==> config.mk <==
export PLATFORM = sky130hd
export DESIGN_NAME = fft_run_ctrl
export DESIGN_NICKNAME = d
export VERILOG_FILES = /design/src/rtl/fft_ctrl_pkg.sv /design/src/rtl/fft_watchdog.sv /design/src/rtl/fft_run_ctrl.sv
export SDC_FILE = /design/constraint.sdc
export NUM_CORES = 1
export LEC_CHECK = 0
export CAP_MARGIN = 20
export CELL_PAD_IN_SITES_DETAIL_PLACEMENT = 1
export CELL_PAD_IN_SITES_GLOBAL_PLACEMENT = 2
export CORE_AREA = 5 5 109 85
export DETAILED_ROUTE_END_ITERATION = 16
export DIE_AREA = 0 0 114 90
export PLACE_DENSITY_LB_ADDON = 0.1
export SETUP_SLACK_MARGIN = 0.4
export SYNTH_ARGS = -nofsm -noshare
export SYNTH_HDL_FRONTEND = slang
export SYNTH_SLANG_ARGS = --single-unit
export TNS_END_PERCENT = 100
==> constraint.sdc <==
create_clock -name clk -period 2.2 [get_ports clk]
set_clock_uncertainty 0.05 [all_clocks]
set_input_delay 0.33 -clock clk [delete_from_list [all_inputs] [get_ports clk]]
set_output_delay 0.33 -clock clk [all_outputs]
set_load 0.01 [all_outputs]
==> src/rtl/fft_ctrl_pkg.sv <==
// Shared definitions for the FFT run sequencer: state encoding, error
// cause codes and the per-frame beat derivation.
package fft_ctrl_pkg;

    typedef enum logic [2:0] {
        ST_IDLE   = 3'd0,
        ST_LOAD   = 3'd1,
        ST_READY  = 3'd2,
        ST_RUN    = 3'd3,
        ST_UNLOAD = 3'd4,
        ST_DONE   = 3'd5,
        ST_ERROR  = 3'd6
    } state_e;

    localparam logic [1:0] ERR_NONE    = 2'd0;
    localparam logic [1:0] ERR_INIT    = 2'd1;
    localparam logic [1:0] ERR_LOAD_TO = 2'd2;
    localparam logic [1:0] ERR_RUN_TO  = 2'd3;

    // Beats needed to move one frame, NUMLANES samples per beat.
    function automatic int beats_f(input int num_samples, input int num_lanes);
        return num_samples / num_lanes;
    endfunction

    // Width of the beat index; never narrower than one bit.
    function automatic int idx_w_f(input int beats);
        return (beats > 1) ? $clog2(beats) : 1;
    endfunction

endpackage

==> src/rtl/fft_watchdog.sv <==
// Per-phase watchdog. Counts cycles while active and flags expiry on the
// TIMEOUT-th cycle since the last clear. TIMEOUT=0 disables it entirely.
module fft_watchdog #(
    parameter int TIMEOUT = 1024
) (
    input  logic clk,
    input  logic rst,
    input  logic clr,
    input  logic active,
    output logic expired
);

    generate
        if (TIMEOUT == 0) begin : g_off
            logic unused_in;
            assign unused_in = clk ^ rst ^ clr ^ active;
            assign expired   = 1'b0;
        end else begin : g_on
            localparam int CW = (TIMEOUT > 1) ? $clog2(TIMEOUT) : 1;
            localparam logic [CW-1:0] LIMIT = CW'(TIMEOUT - 1);

            logic [CW-1:0] cnt_q, cnt_d;

            // Next count: clear on phase entry, saturate at the limit.
            always_comb begin
                cnt_d = cnt_q;
                if (clr) begin
                    cnt_d = '0;
                end else if (active && (cnt_q != LIMIT)) begin
                    cnt_d = cnt_q + CW'(1);
                end
            end

            // Cycle counter register.
            always_ff @(posedge clk or posedge rst) begin
                if (rst) begin
                    cnt_q <= '0;
                end else begin
                    cnt_q <= cnt_d;
                end
            end

            assign expired = active && (cnt_q == LIMIT);
        end
    endgenerate

endmodule

==> src/rtl/fft_run_ctrl.sv <==
// Run sequencer for the FFT core: loads the input RAM, enables the core,
// then unloads the result as a beat stream, for one or more frames.
//
// Unload handshake: a beat transfers on a cycle where out_valid and
// out_ready are both high. While out_ready is low, out_valid, out_last and
// beat_idx hold their values and no beat is consumed.
module fft_run_ctrl
    import fft_ctrl_pkg::*;
#(
    parameter int WORDSIZE   = 16,
    parameter int NUMLANES   = 4,
    parameter int NUMSAMPLES = 32,
    parameter int NUMSTAGES  = 5,
    parameter int FRAMEW     = 8,
    parameter int TIMEOUT    = 1024,
    localparam int BEATS     = beats_f(NUMSAMPLES, NUMLANES),
    localparam int BIW       = idx_w_f(BEATS)
) (
    input  logic              clk,
    input  logic              rst,
    input  logic              start,
    input  logic              abort,
    input  logic              clear_err,
    input  logic              cont_mode,
    input  logic [FRAMEW-1:0] num_frames,
    input  logic              ld_done,
    input  logic              init_error,
    input  logic              fft_done,
    input  logic              out_ready,
    output logic              ld_data,
    output logic              en,
    output logic              out_valid,
    output logic              out_last,
    output logic [BIW-1:0]    beat_idx,
    output logic [FRAMEW-1:0] frame_cnt,
    output logic              frame_done,
    output logic              busy,
    output logic              all_done,
    output logic              err,
    output logic [1:0]        err_code
);

    localparam int FW1 = FRAMEW + 1;
    // Datapath width and stage count only describe the attached core.
    localparam int unused_cfg = WORDSIZE + NUMSTAGES;

    state_e            state_q, state_d;
    logic [BIW-1:0]    beat_q, beat_d;
    logic [FRAMEW-1:0] fcnt_q, fcnt_d;
    logic [FRAMEW-1:0] frames_q, frames_d;
    logic [1:0]        code_q, code_d;
    logic              fdone_q, fdone_d;

    logic              wd_clr, wd_active, wd_expired;
    logic              beat_last, beat_acc, last_acc, more_frames;
    logic [FW1-1:0]    next_cnt_ext;

    assign beat_last    = (beat_q == BIW'(BEATS - 1));
    assign beat_acc     = (state_q == ST_UNLOAD) && out_ready && !abort;
    assign last_acc     = beat_acc && beat_last;
    assign next_cnt_ext = {1'b0, fcnt_q} + FW1'(1);
    assign more_frames  = next_cnt_ext < {1'b0, frames_q};

    // The watchdog restarts on every state change and only runs in LOAD/RUN.
    assign wd_clr    = (state_d != state_q);
    assign wd_active = (state_q == ST_LOAD) || (state_q == ST_RUN);

    fft_watchdog #(
        .TIMEOUT (TIMEOUT)
    ) u_wd (
        .clk     (clk),
        .rst     (rst),
        .clr     (wd_clr),
        .active  (wd_active),
        .expired (wd_expired)
    );

    // State register.
    always_ff @(posedge clk or posedge rst) begin
        if (rst) begin
            state_q <= ST_IDLE;
        end else begin
            state_q <= state_d;
        end
    end

    // Next state and error cause; abort overrides everything outside IDLE.
    always_comb begin
        state_d = state_q;
        code_d  = code_q;
        if (abort && (state_q != ST_IDLE)) begin
            state_d = ST_IDLE;
        end else begin
            case (state_q)
                ST_IDLE: begin
                    if (start) state_d = ST_LOAD;
                end
                ST_LOAD: begin
                    if (init_error) begin
                        state_d = ST_ERROR;
                        code_d  = ERR_INIT;
                    end else if (ld_done) begin
                        state_d = ST_READY;
                    end else if (wd_expired) begin
                        state_d = ST_ERROR;
                        code_d  = ERR_LOAD_TO;
                    end
                end
                ST_READY: begin
                    state_d = ST_RUN;
                end
                ST_RUN: begin
                    if (fft_done) begin
                        state_d = ST_UNLOAD;
                    end else if (wd_expired) begin
                        state_d = ST_ERROR;
                        code_d  = ERR_RUN_TO;
                    end
                end
                ST_UNLOAD: begin
                    // cont_mode only matters at the frame boundary.
                    if (last_acc) begin
                        state_d = (cont_mode || more_frames) ? ST_LOAD : ST_DONE;
                    end
                end
                ST_DONE: begin
                    if (!start) state_d = ST_IDLE;
                end
                ST_ERROR: begin
                    if (clear_err) state_d = ST_IDLE;
                end
                default: begin
                    state_d = ST_IDLE;
                end
            endcase
        end
        if (state_d != ST_ERROR) code_d = ERR_NONE;
    end

    // Beat index, frame counters and completion pulse.
    always_comb begin
        beat_d   = beat_q;
        fcnt_d   = fcnt_q;
        frames_d = frames_q;
        fdone_d  = last_acc;
        if ((state_q == ST_IDLE) && start) begin
            frames_d = (num_frames == '0) ? FRAMEW'(1) : num_frames;
            fcnt_d   = '0;
        end
        if (beat_acc) beat_d = beat_q + BIW'(1);
        if (last_acc) fcnt_d = fcnt_q + FRAMEW'(1);
        if (state_d != ST_UNLOAD) beat_d = '0;
    end

    // Datapath registers.
    always_ff @(posedge clk or posedge rst) begin
        if (rst) begin
            beat_q   <= '0;
            fcnt_q   <= '0;
            frames_q <= '0;
            code_q   <= ERR_NONE;
            fdone_q  <= 1'b0;
        end else begin
            beat_q   <= beat_d;
            fcnt_q   <= fcnt_d;
            frames_q <= frames_d;
            code_q   <= code_d;
            fdone_q  <= fdone_d;
        end
    end

    // Phase outputs decoded from the registered state.
    always_comb begin
        ld_data   = 1'b0;
        en        = 1'b0;
        out_valid = 1'b0;
        out_last  = 1'b0;
        busy      = 1'b1;
        all_done  = 1'b0;
        err       = 1'b0;
        case (state_q)
            ST_IDLE:   busy = 1'b0;
            ST_LOAD:   ld_data = 1'b1;
            ST_RUN:    en = 1'b1;
            ST_UNLOAD: begin
                out_valid = 1'b1;
                out_last  = beat_last;
            end
            ST_DONE:   all_done = 1'b1;
            ST_ERROR: begin
                busy = 1'b0;
                err  = 1'b1;
            end
            default:   busy = 1'b1;
        endcase
    end

    assign beat_idx   = beat_q;
    assign frame_cnt  = fcnt_q;
    assign frame_done = fdone_q;
    assign err_code   = code_q;

endmodule

### Word-level counts from Yosys, hierarchy flattened

Index checks and enable logic that the tools add are counted.

| word-level totals | value |
|---|---|
| flip-flop bits (word level) | 35 |
| input port bits | 18 |
| output and inout port bits | 21 |
| logic and storage cells | 81 |

| operators by class | value |
|---|---|
| $add $sub $neg | 4 |
| order comparisons | 1 |
| equal/unequal tests | 17 |
| multiplexer cells | 33 |
| reductions and logical operators | 19 |

Operators by type and width:

| kind | count |
|---|---|
| 3-bit two-way mux | 12 |
| 8-bit two-way mux | 3 |
| 3-bit one-hot mux with 7 select lines | 1 |
| 10-bit two-way mux | 2 |
| 2-bit two-way mux | 7 |
| 3-bit == test, second input constant | 4 |
| 10-bit by 1-bit adder with 10-bit output, second input constant | 1 |
| 10-bit == test, second input constant | 1 |
| 10-bit != test, second input constant | 1 |
| 8-bit by 1-bit adder with 9-bit output, second input constant | 1 |
| 9-bit by 8-bit less-than comparator with 1-bit output | 1 |
| 8-bit by 1-bit adder with 8-bit output, second input constant | 1 |
| 8-bit logical NOT | 1 |
| 1-bit logical AND | 7 |
| 1-bit two-way mux | 7 |
| 3-bit by 2-bit == test with 1-bit output, second input constant | 2 |
| 3-bit != test, second input constant | 2 |
| 6-bit AND reduction | 1 |
| 2-bit nonzero test | 3 |
| 3-bit nonzero test | 2 |
| 4-bit by 2-bit != test with 1-bit output, second input constant | 1 |
| 4-bit by 3-bit != test with 1-bit output, second input constant | 1 |
| 2-bit one-hot mux with 2 select lines | 1 |
| 3-bit by 1-bit adder with 3-bit output, second input constant | 1 |
| other kinds (9) | 10 |

### Depth between registers and ports, before layout

Gate-level depths: netlist of run 1.

| logic depth | value |
|---|---|
| depth after elaboration | 11 |
| gate-level depth with buffers | 10 |
| gate-level depth less buffers | 10 |

### By module

From an unflattened synthesis of run 1, not the netlist that was laid out.

| unflattened totals | value |
|---|---|
| cells, all modules | 241 |
| area, all modules | 2182.1 um^2 |

By module, submodules not included:

| module | instances | cells each | area each (um^2) | seq. area each (um^2) |
|---|---|---|---|---|
| fft_run_ctrl | 1 | 182 | 1617.8 | 625.6 |
| fft_watchdog | 1 | 59 | 564.3 | 250.2 |

### Worst setup path after synthesis of run 1

OpenSTA, ideal clock, no wires.

| timing | value |
|---|---|
| kind | reg-to-reg |
| start point | register fcnt_q[2], in the netlist frame_cnt[2] |
| end point | register state_q[2] |
| library setup time | 0.121 ns |
| arrival | 2.004 ns |
| required time | 2.029 ns |
| setup slack | 0.025 ns |
| cell stages (with the launch flop) | 11 |
| buffers on the path | 0 |
| clock period less this slack | 2.175 ns |
| path through | dfrtp_1 and2_1 nand4_1 nor2_1 xor2_1 ha_1 o21ai_0 nor2_1 nor4_1 o21ai_0 a22o_1 |

| between the ends | value |
|---|---|
| longest elaborated chain between the ends | 7 |

Ends and longest elaborated chain:

| item | line | RTL |
|---|---|---|
| start: declaration | fft_run_ctrl.sv:49 | `logic [FRAMEW-1:0] fcnt_q, fcnt_d;` |
| start signal: assignment | fft_run_ctrl.sv:165 | `fcnt_q <= fcnt_d;` |
| 8-bit by 1-bit adder with 9-bit output | fft_run_ctrl.sv:61 | `assign next_cnt_ext = {1'b0, fcnt_q} + FW1'(1);` |
| 9-bit by 8-bit less-than comparator with 1-bit output | fft_run_ctrl.sv:62 | `assign more_frames = next_cnt_ext < {1'b0, frames_q};` |
| 1-bit logical OR | fft_run_ctrl.sv:123 | `state_d = (cont_mode \|\| more_frames) ? ST_LOAD : ST_DONE;` |
| 3-bit two-way mux | fft_run_ctrl.sv:123 |  |
| 3-bit two-way mux | fft_run_ctrl.sv:122 | `if (last_acc) begin` |
| 3-bit one-hot mux with 7 select lines | fft_run_ctrl.sv:94 | `case (state_q)` |
| 3-bit two-way mux | fft_run_ctrl.sv:91 | `if (abort && (state_q != ST_IDLE)) begin` |
| via state_d[2] | fft_run_ctrl.sv:47 | `state_e state_q, state_d;` |
| end signal: assignment | fft_run_ctrl.sv:83 | `state_q <= state_d;` |
| end: declaration | fft_run_ctrl.sv:47 |  |

The timed path passes the listed nets, and every way through them passes these cells.
A chain may end at the register's enable or synchronous reset.

### Worst setup path after layout of run 1

| timing | value |
|---|---|
| start point | register fcnt_q[3], in the netlist frame_cnt[3] |
| end point | register state_q[2] |

The elaborated chain is that of the path after synthesis.

==> flow_metrics.tcl, run 1 <==
set metrics [dict create \
    outcome "finished, violations left" \
    violations "negative setup slack" \
    drv_slew 0 \
    synth_seq_cells 35 \
    grt_setup_unrepaired "true" \
    setup-tns-final_ns -0.0418 \
    areaGrowthSynthToFinish_pct 67.6 \
    synth_cell_types 55 \
    fin_nets 396 \
    drc_errors 0 \
    final.min_clock_period_ns 2.24 \
    syn_inst 259 \
    setup_viol 2 \
    synthFlopType "dfrtp_1" \
    critPathLaunchType "flop" \
    r2r-end "state_q[2]" \
    peakVddDrop_uv 276 \
    dp_hpwl_um 5260 \
    syn_avg_cell_area_um2 8.82 \
    antenna_left 0 \
    clk-insertion-delay-late_ns 0.29 \
    final_area_um2 3830 \
    arrival_ns 2.36 \
    grt_pass1_vias 2352 \
    ys_top_cells_by_count "36 x nand2_1, 35 x dfrtp_1, 23 x o21ai_0, 16 x inv_1, 16 x nor2_1" \
    yosysMostFrequentCell "nand2_1" \
    power_density_nw_per_um2 801 \
    port_buffers 38 \
    drt_iter0_drc 61 \
    initial_core_util 0.280 \
    h-tree-depth 2 \
    place_area_um2 3140 \
    die_w_um 114 \
    ys_async_sr_fraction 1.00 \
    cp.required_ns 2.32 \
    hold_viol_final 0 \
    clock_path_buffers 2 \
    leakage_nw 1.79 \
    firstDrtPassIters 4 \
    fp.dieH_um 90 \
    crit_path_end_kind "flop" \
    nFillCells 931 \
    antenna_cells 0 \
    timing.final.ws_setup_ns -0.0390 \
    yosys-top-cells-area "dfrtp_1 38%, ha_1 6.0%, nand2_1 5.9%" \
    fp.dieArea_um2 10300 \
    cts_tree "yes" \
    grt_start_max_net_pins 36 \
    antenna_found_initial 0 \
    synth_nets 288 \
    min_period_over_period 1.02 \
    cts_buffers 5 \
    synth_top_area_cell "dfrtp_1" \
    ctsRootBufferMaster "clkbuf_8" \
    relSlewSlack 0.676 \
    crit_fanout 3 \
    routedWlPerCell_um 15.9 \
    gp_congestion 0.786 \
    r2r_start "frame_cnt[3]" \
    synth_top_area_frac 0.384 \
    drv_cap 0 \
    synth_edf_count 0 \
    viasPerCell 4.84 \
    grt_usage 0.145 \
    drive_gt1_frac 0.399 \
    clkSinkCount 35 \
    routed_wl_um 7590 \
    critPathKind "reg -> reg" \
    worst_pin_slew_ns 0.485 \
    io_pins 39 \
    synth_area_um2 2280 \
    dr_total_vias 2306 \
    regToRegSetupSlack_ns -0.04 \
    reg2reg_depth 10 \
    clk_pin_slew_ns 0.08 \
    core_area_um2 8160 \
    synth-seq-area-share 0.384 \
    overflow 0 \
    grt_pass1_wl_um 12200 \
    max_freq_mhz 447 \
    hp-class "in -> async" \
    row_count 29 \
    yosys_warnings 0 \
]
## layer usage
layer	part of all wire	vias up	track usage
met5	0	-	0
met4	0.0062	0	0.0267
met3	0.034	5	0.0309
met2	0.43	29	0.204
met1	0.52	1130	0.227
li1	-	1142	-
## worst max-delay path by stage
stage | end | cells past startpoint | start
floorplan | state_q[2] | 10 | frame_cnt[2]
global placement | beat_idx[1] | 7 | abort
detailed placement | beat_idx[1] | 7 | abort
CTS | state_q[2] | 10 | frame_cnt[3]
global route | state_q[2] | 10 | frame_cnt[3]
finish | state_q[2] | 10 | frame_cnt[3]
## worst max-delay path, stage by stage, from the launching register on
cell and delay [ns]:
dfrtp_2 0.36, and2_4 0.14, nand4_1 0.20, nor2_1 0.19, xor2_1 0.23, ha_1 0.28
o21ai_1 0.08, nor2_1 0.05, nor4_1 0.22, o21ai_1 0.11, a22o_1 0.20
## through the flow
stage | total power (W) | hold WS (ns) | worst slack [ns] | std cells | util
after floorplan | 0.00151 | 0.397 | 0.0987 | 259 | -
after global placement | 0.00203 | 0.413 | -0.0333 | 437 | 0.385
after detailed placement | 0.00204 | 0.435 | -0.0946 | 437 | 0.385
after CTS | 0.00285 | 0.421 | 0.00551 | 461 | 0.431
after global routing | 0.00329 | 0.450 | -0.323 | 476 | 0.469
final | 0.00307 | 0.397 | -0.0390 | 476 | 0.469
## power breakdown
part           total (W)  internal, W  leakage (nW)  switching [W]
Sequential      0.000785     0.000745         0.467      0.0000402
Combinational    0.00175     0.000905          1.27       0.000840
Clock           0.000535     0.000285        0.0505       0.000250
Total            0.00307      0.00194          1.79        0.00113
## cells in the final DEF, fill, tap and decap left out, types with 5 or more instances in the layout
cell type / netlist / final
a21o_1: 5 / 5
nor2_1: 16 / 11
clkdlybuf4s50_1: 0 / 27
nand2_1: 36 / 29
nand3_1: 12 / 7
inv_1: 16 / 12
nor3b_2: 0 / 6
buf_4: 1 / 54
clkbuf_8: 0 / 7
dfrtp_1: 35 / 32
xnor2_1: 12 / 11
ha_1: 11 / 8
buf_6: 1 / 15
o21ai_0: 23 / 18
## cell type report
class                      count  area [um2]  share of cell area
clock buffer                   7        96.3              0.0252
inverter                      17        82.6              0.0216
tap                          108         135              0.0353
multi-input combinational    196        1550               0.405
sequential                    35         880               0.230
clock inverter                 1        7.51             0.00196
timing repair buffer         112        1080               0.282
## state kept, by name, summed over array words and instances (netlist names)
signal / count
state_q: 3
frame_done: 1
frames_q: 8
beat_idx: 3
err_code: 2
frame_cnt: 8
u_wd.g_on.cnt_q: 10
## cell families (layout without fill, tap and decap cells)
logic type	Yosys count	after routing	share of synthesized area
simple gates	110	110	0.252
compound gates	57	57	0.180
flops	35	35	0.384
buf+inv	28	137	0.0526
xor+xnor	14	14	0.0537
fa+ha+maj	11	11	0.0603
mux	4	4	0.0181
## timing repair
action | CTS | global route
cloned | 1 | 1
buffers inserted | 15 | 14
resized for setup | 38 | 71
hold buffers | 0 | 0
setup endpoints to repair | 33 | 39
pin swaps | 8 | 18
Note: power is estimated with default switching activity, not from simulation.
==> inputs of run 2 (changes only) <==
--- a/config.mk
+++ b/config.mk
@@ -8,9 +8,9 @@
 export CAP_MARGIN = 20
 export CELL_PAD_IN_SITES_DETAIL_PLACEMENT = 1
 export CELL_PAD_IN_SITES_GLOBAL_PLACEMENT = 2
-export CORE_AREA = 5 5 109 85
+export CORE_AREA = 5 5 101 79
 export DETAILED_ROUTE_END_ITERATION = 16
-export DIE_AREA = 0 0 114 90
+export DIE_AREA = 0 0 106 84
 export PLACE_DENSITY_LB_ADDON = 0.1
 export SETUP_SLACK_MARGIN = 0.4
 export SYNTH_ARGS = -nofsm -noshare
==> constraint.sdc (replaced) <==
create_clock -name clk -period 2.8 [get_ports clk]
set_clock_uncertainty 0.05 [all_clocks]
set_input_delay 0.42 -clock clk [delete_from_list [all_inputs] [get_ports clk]]
set_output_delay 0.42 -clock clk [all_outputs]
set_load 0.01 [all_outputs]
==> run 2 against run 1 <==
Effect of this change: the run now ends clean; combinational power down 51%; utilization down 4.3 points; worst hold slack better by 0.088 ns; setup slack better by 0.46 ns; critical path type is now reg -> out; largest power group unchanged; highest routed layer unchanged.
==> flow_metrics.tcl, run 2 (synthesis gave the netlist of run 1 again) <==
set metrics [dict create \
    clk_pin_slew_ns 0.08 \
    ctsHoldBuffers 0 \
    switchingPower_w 0.000718 \
    ctsRootBufferMaster "clkbuf_8" \
    min_period_over_period 0.848 \
    r2r-end "state_q[2]" \
    antenna_found_initial 0 \
    clkSinkCount 35 \
    port_buffers 38 \
    fin_nets 340 \
    p_sw_frac 0.380 \
    outcome "finished clean" \
    gp_congestion 0.770 \
    pwr-share-seq 0.327 \
    max_freq_mhz 421 \
    overflow 0 \
    grt_pass1_vias 2156 \
    critPathLaunchType "flop" \
    grt_start_max_net_pins 36 \
    antenna_left 0 \
    setup-tns-final_ns 0 \
    clk-insertion-delay-late_ns 0.29 \
    initial_core_util 0.325 \
    critPathKind "reg -> out" \
    grt_pass1_wl_um 11300 \
    drive_gt1_frac 0.144 \
    drt_iter0_drc 41 \
    power_w 0.00189 \
    viasPerCell 5.17 \
    crit_path_end_kind "output port" \
    cts_tree "yes" \
    antenna_cells 0 \
    grt_usage 0.159 \
    nFillCells 835 \
    final_cell_mix "37 x clkdlybuf4s50_1, 36 x nand2_1, 34 x dfrtp_1, 23 x o21ai_0, 17 x buf_4" \
    drv_cap 0 \
    largest_reg_flops 10 \
    areaGrowthSynthToFinish_pct 30.8 \
    dr_total_vias 2063 \
    r2r_start "frame_cnt[3]" \
    hp-class "in -> async" \
    arrival_ns 1.90 \
    routedWlPerCell_um 16.6 \
    drv_slew 0 \
    hold_viol_final 0 \
    reg2reg_depth 10 \
    io_pins 39 \
    clkPwrFrac 0.221 \
    h-tree-depth 2 \
    row_count 27 \
    layout_commonest_cell "clkdlybuf4s50_1" \
    worst_pin_slew_ns 0.489 \
    routed_wl_um 6620 \
    relSlewSlack 0.674 \
    clock_path_buffers 2 \
    die_w_um 106 \
    cts_buffers 5 \
    dp_hpwl_um 4890 \
    setup_viol 0 \
    critPathLaunch "state_q[0]" \
    fp.dieH_um 84 \
    leakage_nw 1.34 \
    cp.required_ns 2.33 \
    drc_errors 0 \
    intPower_w 0.00117 \
    p_comb_frac 0.453 \
    fp.dieArea_um2 8900 \
    power_density_nw_per_um2 633 \
    regToRegSetupSlack_ns 0.48 \
    final.min_clock_period_ns 2.37 \
    firstDrtPassIters 4 \
    grt_setup_unrepaired "true" \
    peakVddDrop_uv 159 \
    crit_fanout 3 \
    core_area_um2 7030 \
    regMostFlops "u_wd.g_on.cnt_q" \
]
run 2: power groups by stage:
stage               combinational [W]  sequential, W  clock (W)
global route                 0.000975       0.000627   0.000454
global placement             0.000829       0.000625          0
detailed placement           0.000841       0.000627          0
floorplan                    0.000543       0.000621          0
finish                       0.000856       0.000617   0.000417
CTS                          0.000847       0.000617   0.000434
run 2: metrics by stage:
stage / hold WS, ns / std cells / setup WS, ns / utilization / cell area (um2)
global placement: 0.463 / 387 / 0.358 / 0.403 / 2830
global route: 0.525 / 399 / 0.280 / 0.425 / 2990
floorplan: 0.400 / 259 / 0.625 / - / 2280
CTS: 0.492 / 395 / 0.412 / 0.417 / 2930
finish: 0.485 / 399 / 0.425 / 0.425 / 2990
detailed placement: 0.473 / 387 / 0.364 / 0.403 / 2830
run 2: worst max path at each step:
stage	end	slack [ns]
3_5_place_dp	beat_idx[1]	0.36
2_1_floorplan	state_q[2]	0.63
5_1_grt	state_q[2]	0.28
4_1_cts	ld_data	0.41
6_report	out_last	0.43
3_3_place_gp	beat_idx[1]	0.36
run 2: worst max-delay path: stages, from the launching register on:
cell	delay (ns)
dfrtp_1	0.39
or3b_1	0.44
inv_2	0.11
and2_1	0.13
clkdlybuf4s50_1	0.54
run 2: area by class of cell:
type	count	area, um2	share of cell area
clock buffer	7	96.3	0.0322
clock inverter	1	7.51	0.00251
inverter	17	65.1	0.0218
multi-input combinational	196	1310	0.439
sequential	35	877	0.294
tap	87	109	0.0364
timing repair buffer	56	522	0.175
run 2: what timing repair did:
action | CTS | global route
resized for setup | 1 | 6
setup endpoints to repair | 1 | 6
setup buffers | 0 | 4
pin swaps | 0 | 2
run 2: per-layer routing:
layer	GRT usage	vias up	wire, um
li1	-	1026	-
met3	0.0379	8	248
met1	0.255	996	3690
met4	0.0353	0	66
met5	0	-	0
met2	0.210	33	2610
